## src/rtl/seven_seg_scan_driver.sv

```systemverilog
// Time-multiplexed 4-digit common-anode 7-segment scan driver with shadowed frames,
// anti-ghost blanking, blink and invalid-code dash. Optional macro SEG_LZB_EN adds leading-zero blanking.
module seven_seg_scan_driver #(
    parameter int unsigned CLOCK_FREQ   = 100_000_000,
    parameter int unsigned REFRESH_HZ   = 1000,
    parameter int unsigned BLANK_CYCLES = 16,
    parameter int unsigned BLINK_HZ     = 2
) (
    input  logic        clk,
    input  logic        reset,
    input  logic [15:0] segments,
    input  logic [3:0]  dp_mask,
    input  logic        blink_en,
    output logic [3:0]  an,
    output logic [6:0]  seg,
    output logic        dp
);

    localparam int unsigned SCAN_TICK  = CLOCK_FREQ / REFRESH_HZ;
    localparam int unsigned BLINK_HALF = CLOCK_FREQ / (2 * BLINK_HZ);
    localparam int unsigned SLOT_W     = (SCAN_TICK > 1) ? $clog2(SCAN_TICK) : 1;
    localparam int unsigned BLINK_W    = (BLINK_HALF > 1) ? $clog2(BLINK_HALF) : 1;

    localparam logic [SLOT_W-1:0]  SLOT_LAST  = SLOT_W'(SCAN_TICK - 1);
    localparam logic [SLOT_W-1:0]  VIS_END    = SLOT_W'(SCAN_TICK - BLANK_CYCLES);
    localparam logic [BLINK_W-1:0] BLINK_LAST = BLINK_W'(BLINK_HALF - 1);

    localparam logic [0:0] ST_LOAD = 1'b0;
    localparam logic [0:0] ST_SCAN = 1'b1;

    logic [0:0]         state_q;
    logic [1:0]         index_q;
    logic [SLOT_W-1:0]  slot_q;
    logic [BLINK_W-1:0] blink_cnt_q;
    logic               phase_on_q;
    logic [15:0]        shadow_seg_q;
    logic [3:0]         shadow_dp_q;

    logic [3:0] nibble;
    logic [6:0] glyph;
    logic       suppress;
    logic       visible;
    logic [3:0] an_d;
    logic [6:0] seg_d;
    logic       dp_d;

    always_comb begin
        nibble = shadow_seg_q[3:0];
        case (index_q)
            2'd0:    nibble = shadow_seg_q[3:0];
            2'd1:    nibble = shadow_seg_q[7:4];
            2'd2:    nibble = shadow_seg_q[11:8];
            default: nibble = shadow_seg_q[15:12];
        endcase
    end

    // Active-low {g,f,e,d,c,b,a}; non-BCD nibbles show a dash.
    always_comb begin
        glyph = 7'b0111111;
        case (nibble)
            4'd0:    glyph = 7'b1000000;
            4'd1:    glyph = 7'b1111001;
            4'd2:    glyph = 7'b0100100;
            4'd3:    glyph = 7'b0110000;
            4'd4:    glyph = 7'b0011001;
            4'd5:    glyph = 7'b0010010;
            4'd6:    glyph = 7'b0000010;
            4'd7:    glyph = 7'b1111000;
            4'd8:    glyph = 7'b0000000;
            4'd9:    glyph = 7'b0010000;
            default: glyph = 7'b0111111;
        endcase
    end

`ifdef SEG_LZB_EN
    logic lead3_zero;
    logic lead2_zero;
    assign lead3_zero = (shadow_seg_q[15:12] == 4'd0);
    assign lead2_zero = lead3_zero && (shadow_seg_q[11:8] == 4'd0);
    assign suppress   = ((index_q == 2'd3) && lead3_zero) || ((index_q == 2'd2) && lead2_zero);
`else
    assign suppress = 1'b0;
`endif

    // Dropping blink_en must light the display on the very next output edge.
    assign visible = (state_q == ST_SCAN) && (slot_q < VIS_END) &&
                     (phase_on_q || !blink_en) && !suppress;

    always_comb begin
        an_d  = 4'b1111;
        seg_d = 7'b1111111;
        dp_d  = 1'b1;
        if (visible) begin
            an_d  = ~(4'b0001 << index_q);
            seg_d = glyph;
            dp_d  = ~shadow_dp_q[index_q];
        end
    end

    always_ff @(posedge clk or posedge reset) begin
        if (reset) begin
            state_q      <= ST_LOAD;
            index_q      <= 2'd0;
            slot_q       <= '0;
            shadow_seg_q <= 16'h0000;
            shadow_dp_q  <= 4'h0;
        end else begin
            case (state_q)
                ST_LOAD: begin
                    shadow_seg_q <= segments;
                    shadow_dp_q  <= dp_mask;
                    state_q      <= ST_SCAN;
                end
                default: begin
                    if (slot_q == SLOT_LAST) begin
                        slot_q  <= '0;
                        index_q <= index_q + 2'd1;
                        // Reload only on frame wrap so a frame never mixes two input words.
                        if (index_q == 2'd3) begin
                            shadow_seg_q <= segments;
                            shadow_dp_q  <= dp_mask;
                        end
                    end else begin
                        slot_q <= slot_q + 1'b1;
                    end
                end
            endcase
        end
    end

    always_ff @(posedge clk or posedge reset) begin
        if (reset) begin
            blink_cnt_q <= '0;
            phase_on_q  <= 1'b1;
        end else if (!blink_en) begin
            blink_cnt_q <= '0;
            phase_on_q  <= 1'b1;
        end else if (blink_cnt_q == BLINK_LAST) begin
            blink_cnt_q <= '0;
            phase_on_q  <= ~phase_on_q;
        end else begin
            blink_cnt_q <= blink_cnt_q + 1'b1;
        end
    end

    always_ff @(posedge clk or posedge reset) begin
        if (reset) begin
            an  <= 4'b1111;
            seg <= 7'b1111111;
            dp  <= 1'b1;
        end else begin
            an  <= an_d;
            seg <= seg_d;
            dp  <= dp_d;
        end
    end

endmodule

```

## config.mk

```make
export PLATFORM = sky130hd
export DESIGN_NAME = seven_seg_scan_driver
export DESIGN_NICKNAME = d
export VERILOG_FILES = /design/src/rtl/seven_seg_scan_driver.sv
export SDC_FILE = /design/constraint.sdc
export NUM_CORES = 1
export LEC_CHECK = 0
export ABC_CLOCK_PERIOD_IN_PS = 5600
export CORE_MARGIN = 3
export CORE_UTILIZATION = 61
export CTS_CLUSTER_DIAMETER = 50
export CTS_CLUSTER_SIZE = 30
export DETAILED_ROUTE_END_ITERATION = 12
export PLACE_DENSITY = 0.91
export SLEW_MARGIN = 25
export SYNTH_ARGS = -nofsm -noshare
export SYNTH_HDL_FRONTEND = slang
export SYNTH_SLANG_ARGS = --single-unit
```

## constraint.sdc

```tcl
create_clock -name clk -period 5.6 [get_ports clk]
set_input_delay 0.84 -clock clk [delete_from_list [all_inputs] [get_ports clk]]
set_output_delay 0.84 -clock clk [all_outputs]
set_load 0.02 [all_outputs]
```

**Word-level counts from Yosys, hierarchy flattened**

Memories as Yosys holds them, arrays and structs flattened.
Index checks and enable logic that the tools add are counted.
W data, S select, Z words.

- Memories kept: 1
- Register bits: 78
- Input bits: 23
- Memory bits (read-only): 112
- Output and inout port bits: 12

Memories:

| name | words | width | read ports | clocked after memory_dff | wr ports | line | text |
|---|---|---|---|---|---|---|---|
| (no name shown) | 16 | 7 | 1 | 0 | 0 | 60 | `case (nibble)` |

- Eq/ne operators: 8
- Bitwise gates (word level): 3
- Reductions and logical operators: 7
- Order comparisons: 2
- Multiplexer cells: 17
- Shift-type cells: 1
- Add/subtract/negate cells: 3

Operator list:

| operator | count |
|---|---|
| $mux W25 | 2 |
| $mux W16 | 3 |
| $add A25 B1 Y25 const B | 1 |
| $eq A25 B25 Y1 const B | 1 |
| $add A17 B1 Y17 const B | 1 |
| $eq A17 B17 Y1 const B | 1 |
| $lt A17 B17 Y1 const B | 1 |
| $mux W17 | 1 |
| $mux W4 | 4 |
| $pmux W4 S3 | 1 |
| $mux W7 | 1 |
| $ne A2 B1 Y1 const B | 3 |
| $eq A2 B2 Y1 const B | 2 |
| $mux W1 | 4 |
| $not A4 Y4 | 1 |
| $reduce_and A2 Y1 | 2 |
| $shl A1 B2 Y4 const A | 1 |
| $lt A2 B3 Y1 const B | 1 |
| $add A2 B1 Y2 const B | 1 |
| $bmux W1 S2 | 1 |
| $eq A2 B1 Y1 const B | 1 |
| $logic_and A1 B1 Y1 | 2 |
| $logic_not A2 Y1 | 1 |
| $not A1 Y1 | 2 |
| other kinds (2) | 2 |

**Depth between registers and ports, before layout**

Gate-level depths: netlist (run 1).

- Word-level depth: 4
- Mapped depth: 8
- Depth with buffers taken out: 8

**Least setup slack after synthesis (run 1)**

OpenSTA, ideal clock, no wires.

- Path kind: reg2reg
- From: register index_q[0]
- To: register seg[2]
- Period minus slack after synthesis: 2.058 ns
- Library setup time: 0.111 ns
- Required time: 5.489 ns
- Stages on the path, launching flop included: 7
- Data arrival time: 1.947 ns
- Path slack: 3.542 ns
- Path through: dfrtp_1 -> ha_1 -> clkbuf_1 -> mux2i_1 -> ha_1 -> inv_1 -> o311ai_0

- Cells in the longest elaborated chain, start to end: 4
- Elaborated cells on any way between the ends: 6
- Classes of those cells: 2 x eq/ne; 2 x mux; 1 x reduce/logical; 1 x memory

Ends and longest elaborated chain:

| what | line | text |
|---|---|---|
| start: declaration | 32 | `logic [1:0] index_q;` |
| start signal: assignment | 117 | `index_q <= index_q + 2'd1;` |
| $eq A2 B2 Y1, or another cell as far along | 49 | `case (index_q)` |
| $pmux W4 S3 (*) | 49 |  |
| $mem_v2 Z16 W7 (*) | n/a |  |
| $mux W7 (*) | 93 | `if (visible) begin` |
| named net seg_d[2] | 44 | `logic [6:0] seg_d;` |
| end signal: assignment | 153 | `seg <= seg_d;` |
| end: declaration | 15 | `output logic [6:0] seg,` |

Mark *: on every way through the listed nets, which the timed path passes. The rest lies on a longest branch.
A chain may end at the register's enable or synchronous reset.

**Final worst setup path (run 1)**

- From: register slot_q[12]
- To: register shadow_seg_q[8]

- Cells in the longest elaborated chain, start to end: 3

Ends and longest elaborated chain:

| what | line | text |
|---|---|---|
| start: declaration | 33 | `logic [SLOT_W-1:0] slot_q;` |
| start signal: assignment | 124 | `slot_q <= slot_q + 1'b1;` |
| $eq A17 B17 Y1 | 115 | `if (slot_q == SLOT_LAST) begin` |
| $ne A2 B1 Y1 (no source line) | n/a |  |
| $reduce_and A2 Y1 (no source line) | n/a |  |
| end signal: assignment | 110 | `shadow_seg_q <= segments;` |
| end signal: assignment | 120 | `shadow_seg_q <= segments;` |
| end: declaration | 36 | `logic [15:0] shadow_seg_q;` |

No other way between the ends.

==> impl_metrics.csv, run 1 <==
group,metric,value,unit
power_and_ir_drop,p_leak,1.779,nW
sta,setup_violations,0,
clock_tree,root_buffer,"clkbuf_8",
sta,rsz0062_at_grt,"false",
synthesis,synth_area,3766,um2
clock_tree,cts_setup_buffers,0,
critical_path,crit_fanout,20,
die,io-pin-count,35,
power_and_ir_drop,p_switching,0.3378,mW
power_and_ir_drop,swShare,27.18,%
critical_path,critical_path_class,"flop to flop",
synthesis,synthArstFlopShare,100.0,%
clock_tree,cts_max_level,3,
global_route,antenna_found_initial,0,
critical_path,crit_arrival,2800,ps
synthesis,postSynthAreaPerCell,10.76,um2
critical_path,critPathRequiredTime,5850,ps
outcome,status,"complete, no violations",
route,post-route-drc-count,0,
synthesis,postSynthCellCount,350,
synthesis,synth_commonest_cells,"65 x dfrtp_1, 24 x nor2_1, 23 x nand2_1",
clock_tree,cts_tree,"built",
sta,max_freq,391.6,MHz
critical_path,slowest_stage,"o21ai_2",
sta,slew_headroom,33.34,%
job,maxCapViolCount,0,
power_and_ir_drop,seq_power_share,52.5,%
finish,final_layout_size_suffix_gt1_share,15.52,%
synthesis,yosysSeqAreaShare,52.26,%
synthesis,ys.flop_type,"dfrtp_1",
place,globalplace.congestion,0.8188,
sta,setup_slack,3047,ps
global_route,grtUsageTotal,23.44,%
power_and_ir_drop,pwr-share-comb,13.3,%
clock_tree,cts.sinks,78,
synthesis,yosysWarnings,0,
synthesis,synth_edf_count,0,
sta,timing_hold_violations_final,0,
route,vias_per_cell,6.163,
die,die_area,7153,um2
synthesis,synth_seq_cells,78,
clock_tree,clk-insertion-delay-late,360,ps
hold_path,hold_path_class,"flop to flop",
critical_path,critPathMaxStageDelay,840,ps
sta,maxSlewViolCount,0,
clock_tree,ctsHoldBuffers,0,
die,num_rows,27,
clock_tree,cts_max_path_buffers,2,
finish,syn_to_final_growth,15.81,%
clock_tree,cts_buffers,9,
synthesis,synth_top_area_share,43.19,%
synthesis,ys_types,46,
power_and_ir_drop,p_total,1.243,mW
global_route,gr-total-overflow,0,
synthesis,ys_top_cells_by_area,"dfrtp_1 43%, dfstp_2 9.1%, mux2_2 6.3%, xnor2_1 4.0%, ha_1 3.0%",
clock_tree,cts-resized-gates,0,
route,drtPass1Iterations,4,
route,vias,2866,
route,drt-total-wl,7893,um
global_route,grt_pass1_wl,13390,um
die,core,5743,um2
sta,final.setup_skew,8.530,ps
sta,finalSetupTns,0,ps
finish,nets,420,
synthesis,netlist.top_cell.by_area,"dfrtp_1",
die,fp.dieW,84.58,um
sta,tightest_slew,999.7,ps
synthesis,synth_nets,382,
finish,fin_util,75.95,%
global_route,grt_max_degree,51,
place,numPortBuffers,34,
synthesis,yosysMostFrequentCell,"dfrtp_1",
critical_path,cp_cell_sequence,"nor4_1 > nand3b_1 > o21ai_2 > mux2_2",
power_and_ir_drop,power_density,284.9,nW/um2
finish,antenna_cells,0,
critical_path,crit_path_start_kind,"flop",
critical_path,end_kind,"flop",
die,initial_utilization,65.58,%
power_and_ir_drop,clkPwrFrac,34.2,%
route,wl_per_cell,16.97,um
die,die_h,84.58,um
place,place_ws,2977,ps
route,antenna_left,0,
sta,period_minus_slack,2553,ps
route,drt-initial-drc-count,182,
sta,finalCritPeriodShare,45.60,%
clock_tree,path_clk_slew,80,ps
power_and_ir_drop,p_int,0.9050,mW
power_and_ir_drop,vdd_drop_max,0.0002310,V
place,dp_hpwl,5490,um
global_route,grt_pass1_vias,2900,
## path summary, 6_finish.rpt
path	slack (ps)	cells past startpoint	start	endpoint
worst min-delay path	480	1	blink_cnt_q[0]	blink_cnt_q[0]
worst max-delay path	3050	4	slot_q[12]	shadow_seg_q[8]
worst min register to register	480	1	blink_cnt_q[0]	blink_cnt_q[0]
worst max register to register	3050	4	slot_q[12]	shadow_seg_q[8]
max in group asynchronous	3700	3	reset	blink_cnt_q[6]
min in group asynchronous	870	2	reset	slot_q[2]
## per-stage QoR
stage	instance area (um2)	cells	hold slack, ps
2_1_floorplan	3766	350	447.6
3_3_place_gp	4169	449	462.5
6_report	4362	465	484.8
5_1_grt	4362	465	517.2
3_5_place_dp	4169	449	476.7
4_1_cts	4362	465	487.7
## placed cells by master, fill, tap and decap left out, types with 10 or more instances in the layout
master / count
inv_1: 17
nand4_1: 15
dfrtp_1: 65
a21oi_1: 13
clkdlybuf4s50_1: 34
clkbuf_8: 10
nand2_1: 23
mux2_2: 21
dfstp_2: 13
xnor2_1: 17
nand3_1: 17
nor2_1: 24
nor3_1: 10
o21ai_0: 19
## kinds of logic after synthesis
logic type	synth area share [%]
mux	8.505
xor+xnor	5.581
buf+inv	3.023
fa+ha+maj	2.990
other cells	0.09957
simple gates	19.44
compound gates	8.106
flops	52.26
## power by group through the flow
stage	Clock (mW)	Sequential, mW	Combinational (mW)
2_1_floorplan	0	0.658	0.104
3_3_place_gp	0	0.658	0.157
3_5_place_dp	0	0.660	0.167
4_1_cts	0.424	0.652	0.166
5_1_grt	0.451	0.658	0.183
6_report	0.425	0.652	0.165
## final cells by class
| cell class | count | area [um2] |
|---|---|---|
| multi-input combinational | 245 | 1688 |
| sequential | 78 | 1968 |
| inverter | 18 | 67.56 |
| tap | 72 | 90.09 |
| clock buffer | 12 | 145.1 |
| timing repair buffer | 36 | 355.3 |
| clock inverter | 4 | 47.55 |
| fill | 368 | 1381 |
## registers in the layout, summed over array words and instances (netlist names)
signal,cells
state_q,1
phase_on_q,1
an,4
slot_q,17
shadow_seg_q,16
shadow_dp_q,4
seg,7
blink_cnt_q,25
index_q,2
dp,1
## worst max-delay path: cells and delay by family, from the launching register on
family           cells  cell delay [ps]
AND/OR/NAND/NOR      2              730
flip-flops           1              450
multiplexers         1              420
AO/OA/AOI/OAI        1              840
## per-layer routing
layer / global-route usage (%) / up-vias / part of all wire (%)
met1: 27.71 / 1410 / 41
li1: - / 1336 / -
met4: 11.22 / 0 / 3.2
met5: 0 / - / 0
met3: 5.299 / 24 / 5.2
met2: 40.28 / 96 / 50
Note: power is estimated with default switching activity, not from simulation.
==> run 2, diff against run 1 <==
--- a/config.mk
+++ b/config.mk
@@ -5,13 +5,13 @@
 export SDC_FILE = /design/constraint.sdc
 export NUM_CORES = 1
 export LEC_CHECK = 0
-export ABC_CLOCK_PERIOD_IN_PS = 5600
+export ABC_CLOCK_PERIOD_IN_PS = 2100
 export CORE_MARGIN = 3
-export CORE_UTILIZATION = 61
+export CORE_UTILIZATION = 52
 export CTS_CLUSTER_DIAMETER = 50
 export CTS_CLUSTER_SIZE = 30
 export DETAILED_ROUTE_END_ITERATION = 12
-export PLACE_DENSITY = 0.91
+export PLACE_DENSITY = 0.83
 export SLEW_MARGIN = 25
 export SYNTH_ARGS = -nofsm -noshare
 export SYNTH_HDL_FRONTEND = slang
==> constraint.sdc (replaced) <==
create_clock -name clk -period 2.1 [get_ports clk]
set_input_delay 0.315 -clock clk [delete_from_list [all_inputs] [get_ports clk]]
set_output_delay 0.315 -clock clk [all_outputs]
set_load 0.02 [all_outputs]
==> impl_metrics.csv, run 2 (synthesis results as in run 1) <==
group,metric,value,unit
critical_path,r2r-start,"index_q[1]",
clock_tree,clk-insertion-delay-late,360,ps
critical_path,crit_arrival,2300,ps
sta,max_freq,496.2,MHz
finish,syn_to_final_growth,23.72,%
finish,top_register,"blink_cnt_q",
die,fp.dieW,91.11,um
global_route,grtUsageTotal,20.97,%
route,antenna_left,0,
sta,setup_slack,84.57,ps
route,vias,2973,
critical_path,critical_path_class,"flop to flop",
critical_path,crit_fanout,11,
finish,final_cell_count_no_fill,513,
place,place_ws,4.385,ps
finish,multi_input_area,1720,um2
job,maxCapViolCount,0,
die,die_h,91.11,um
finish,final_layout_size_suffix_gt1_share,22.54,%
route,drt-total-wl,8264,um
critical_path,critical_path_buf_inv_count,2,
critical_path,end_kind,"flop",
critical_path,cp_cell_sequence,"inv_1 > ha_2 > a222oi_1 > mux2i_1 > buf_4 > or2_2 > a31oi_1",
global_route,grt_pass1_wl,13810,um
sta,period_minus_slack,2015,ps
critical_path,reg2reg_slack,80,ps
route,vias_per_cell,5.795,
die,core,6907,um2
clock_tree,ctsHoldBuffers,0,
global_route,grt_pass1_vias,2827,
critical_path,crit_path_start_kind,"flop",
outcome,status,"complete, no violations",
power_and_ir_drop,p_leak,1.916,nW
critical_path,slowest_stage,"a222oi_1",
critical_path,rr_endpoint,"seg[6]",
route,wl_per_cell,16.11,um
route,drt-initial-drc-count,234,
sta,maxSlewViolCount,0,
die,die_area,8300,um2
hold_path,hold_path_class,"input pin to asynchronous set/reset pin",
sta,rsz0062_at_grt,"true",
sta,holdWs,322.0,ps
power_and_ir_drop,vdd_drop_max,0.0006759,V
sta,setup_violations,0,
global_route,grt_max_degree,31,
clock_tree,cts_max_path_buffers,2,
route,drtPass1Iterations,5,
clock_tree,path_clk_slew,80,ps
finish,nets,444,
critical_path,cp_top_family,"compound AO/OA/AOI/OAI gates",
place,globalplace.congestion,0.8932,
sta,tightest_slew,494.2,ps
finish,largest_reg_flops,25,
die,io-pin-count,35,
critical_path,reg2reg_depth,7,
place,placed_cells,492,
clock_tree,root_buffer,"clkbuf_8",
power_and_ir_drop,p_total,3.391,mW
clock_tree,cts.sinks,78,
route,post-route-drc-count,0,
finish,final_common_cell,"dfrtp_1",
critical_path,crit_end,"seg[6]",
place,dp_hpwl,5911,um
sta,finalCritPeriodShare,95.97,%
global_route,antenna_found_initial,0,
critical_path,critPathMaxStageDelay,430,ps
finish,fin_util,67.46,%
sta,timing_hold_violations_final,0,
sta,slew_headroom,66.75,%
sta,final.setup_skew,8.914,ps
die,num_rows,30,
power_and_ir_drop,power_density,727.7,nW/um2
clock_tree,cts_max_level,3,
finish,fillers,520,
clock_tree,cts_tree,"built",
die,initial_utilization,54.53,%
finish,layout_common_cells,"65 x dfrtp_1, 34 x clkdlybuf4s50_1, 24 x nor2_1",
critical_path,critPathRequiredTime,2380,ps
critical_path,crit_start,"index_q[1]",
global_route,gr-total-overflow,0,
clock_tree,cts_buffers,9,
place,numPortBuffers,34,
finish,regArea,1968,um2
finish,antenna_cells,0,
critical_path,crit_cells,7,
finish,top_regs,"blink_cnt_q (25), slot_q (17), shadow_seg_q (16)",
==> run 2: changes by cell type in the layout (fill, tap and decap cells not counted), sizes merged <==
cell / before / now
buf: 2 / 26
clkbuf: 12 / 10
clkinv: 2 / 4
clkinvlp: 1 / 2
inv: 18 / 17
==> run 2: final cells by class <==
cell class              count  share of cell area [%]
clock buffers              10                   2.954
clock inverters             6                   1.316
inverters                  18                   1.531
multi-input cells         245                   36.92
flip-flops and latches     78                   42.24
well taps                  96                   2.578
repair buffers             60                   12.46
==> run 2: worst min path at each step <==
stage	from	to	slack, ps	cells after the start
3_5_place_dp	blink_cnt_q[0]	blink_cnt_q[0]	480	1
4_1_cts	reset	blink_cnt_q[17]	330	2
5_1_grt	reset	blink_cnt_q[17]	350	2
3_3_place_gp	blink_cnt_q[0]	blink_cnt_q[0]	460	1
2_1_floorplan	blink_en	phase_on_q	380	1
6_report	reset	blink_cnt_q[22]	320	2
==> run 2: report_power, final <==
| part | total [mW] | switching (mW) | internal, mW |
|---|---|---|---|
| combinational | 0.521 | 0.258 | 0.262 |
| clock | 1.13 | 0.555 | 0.577 |
| sequential | 1.74 | 0.110 | 1.63 |
==> run 2: worst reg2reg max path: cells and delay by family (launching register included) <==
kind	cells	cell delay, ps
AO/OA/AOI/OAI	2	610
flip-flops	1	380
buffers and inverters	2	290
AND/OR/NAND/NOR	1	270
adder cells (fa/ha/maj)	1	210
multiplexers	1	180
==> run 2: timing repair <==
item,CTS,global route
pin swaps,1,5
gates resized for setup,4,12
setup endpoints to repair,3,39
buffers inserted,1,4
==> run 2: layer usage <==
layer	vias to the layer above	part of all wire, %	GRT usage [%]	routed length (um)
li1	1393	-	-	-
met1	1490	46	29.68	3814
met2	78	47	31.64	3920
met3	12	5.0	5.137	414
met4	0	1.4	7.161	114
met5	-	0	0	0
==> run 2: through the flow <==
step | setup TNS (ps) | cell area, um2
floorplan | 0 | 3770
global placement | 0 | 4379
detailed placement | 0 | 4379
CTS | 0 | 4596
global route | -48.61 | 4659
finish | 0 | 4659
==> run 3, diff against run 2 <==
--- a/config.mk
+++ b/config.mk
@@ -5,7 +5,6 @@
 export SDC_FILE = /design/constraint.sdc
 export NUM_CORES = 1
 export LEC_CHECK = 0
-export ABC_CLOCK_PERIOD_IN_PS = 2100
 export CORE_MARGIN = 3
 export CORE_UTILIZATION = 52
 export CTS_CLUSTER_DIAMETER = 50
==> results of run 3 <==
No change in the layout: final DEF, timing and power equal those of run 2.
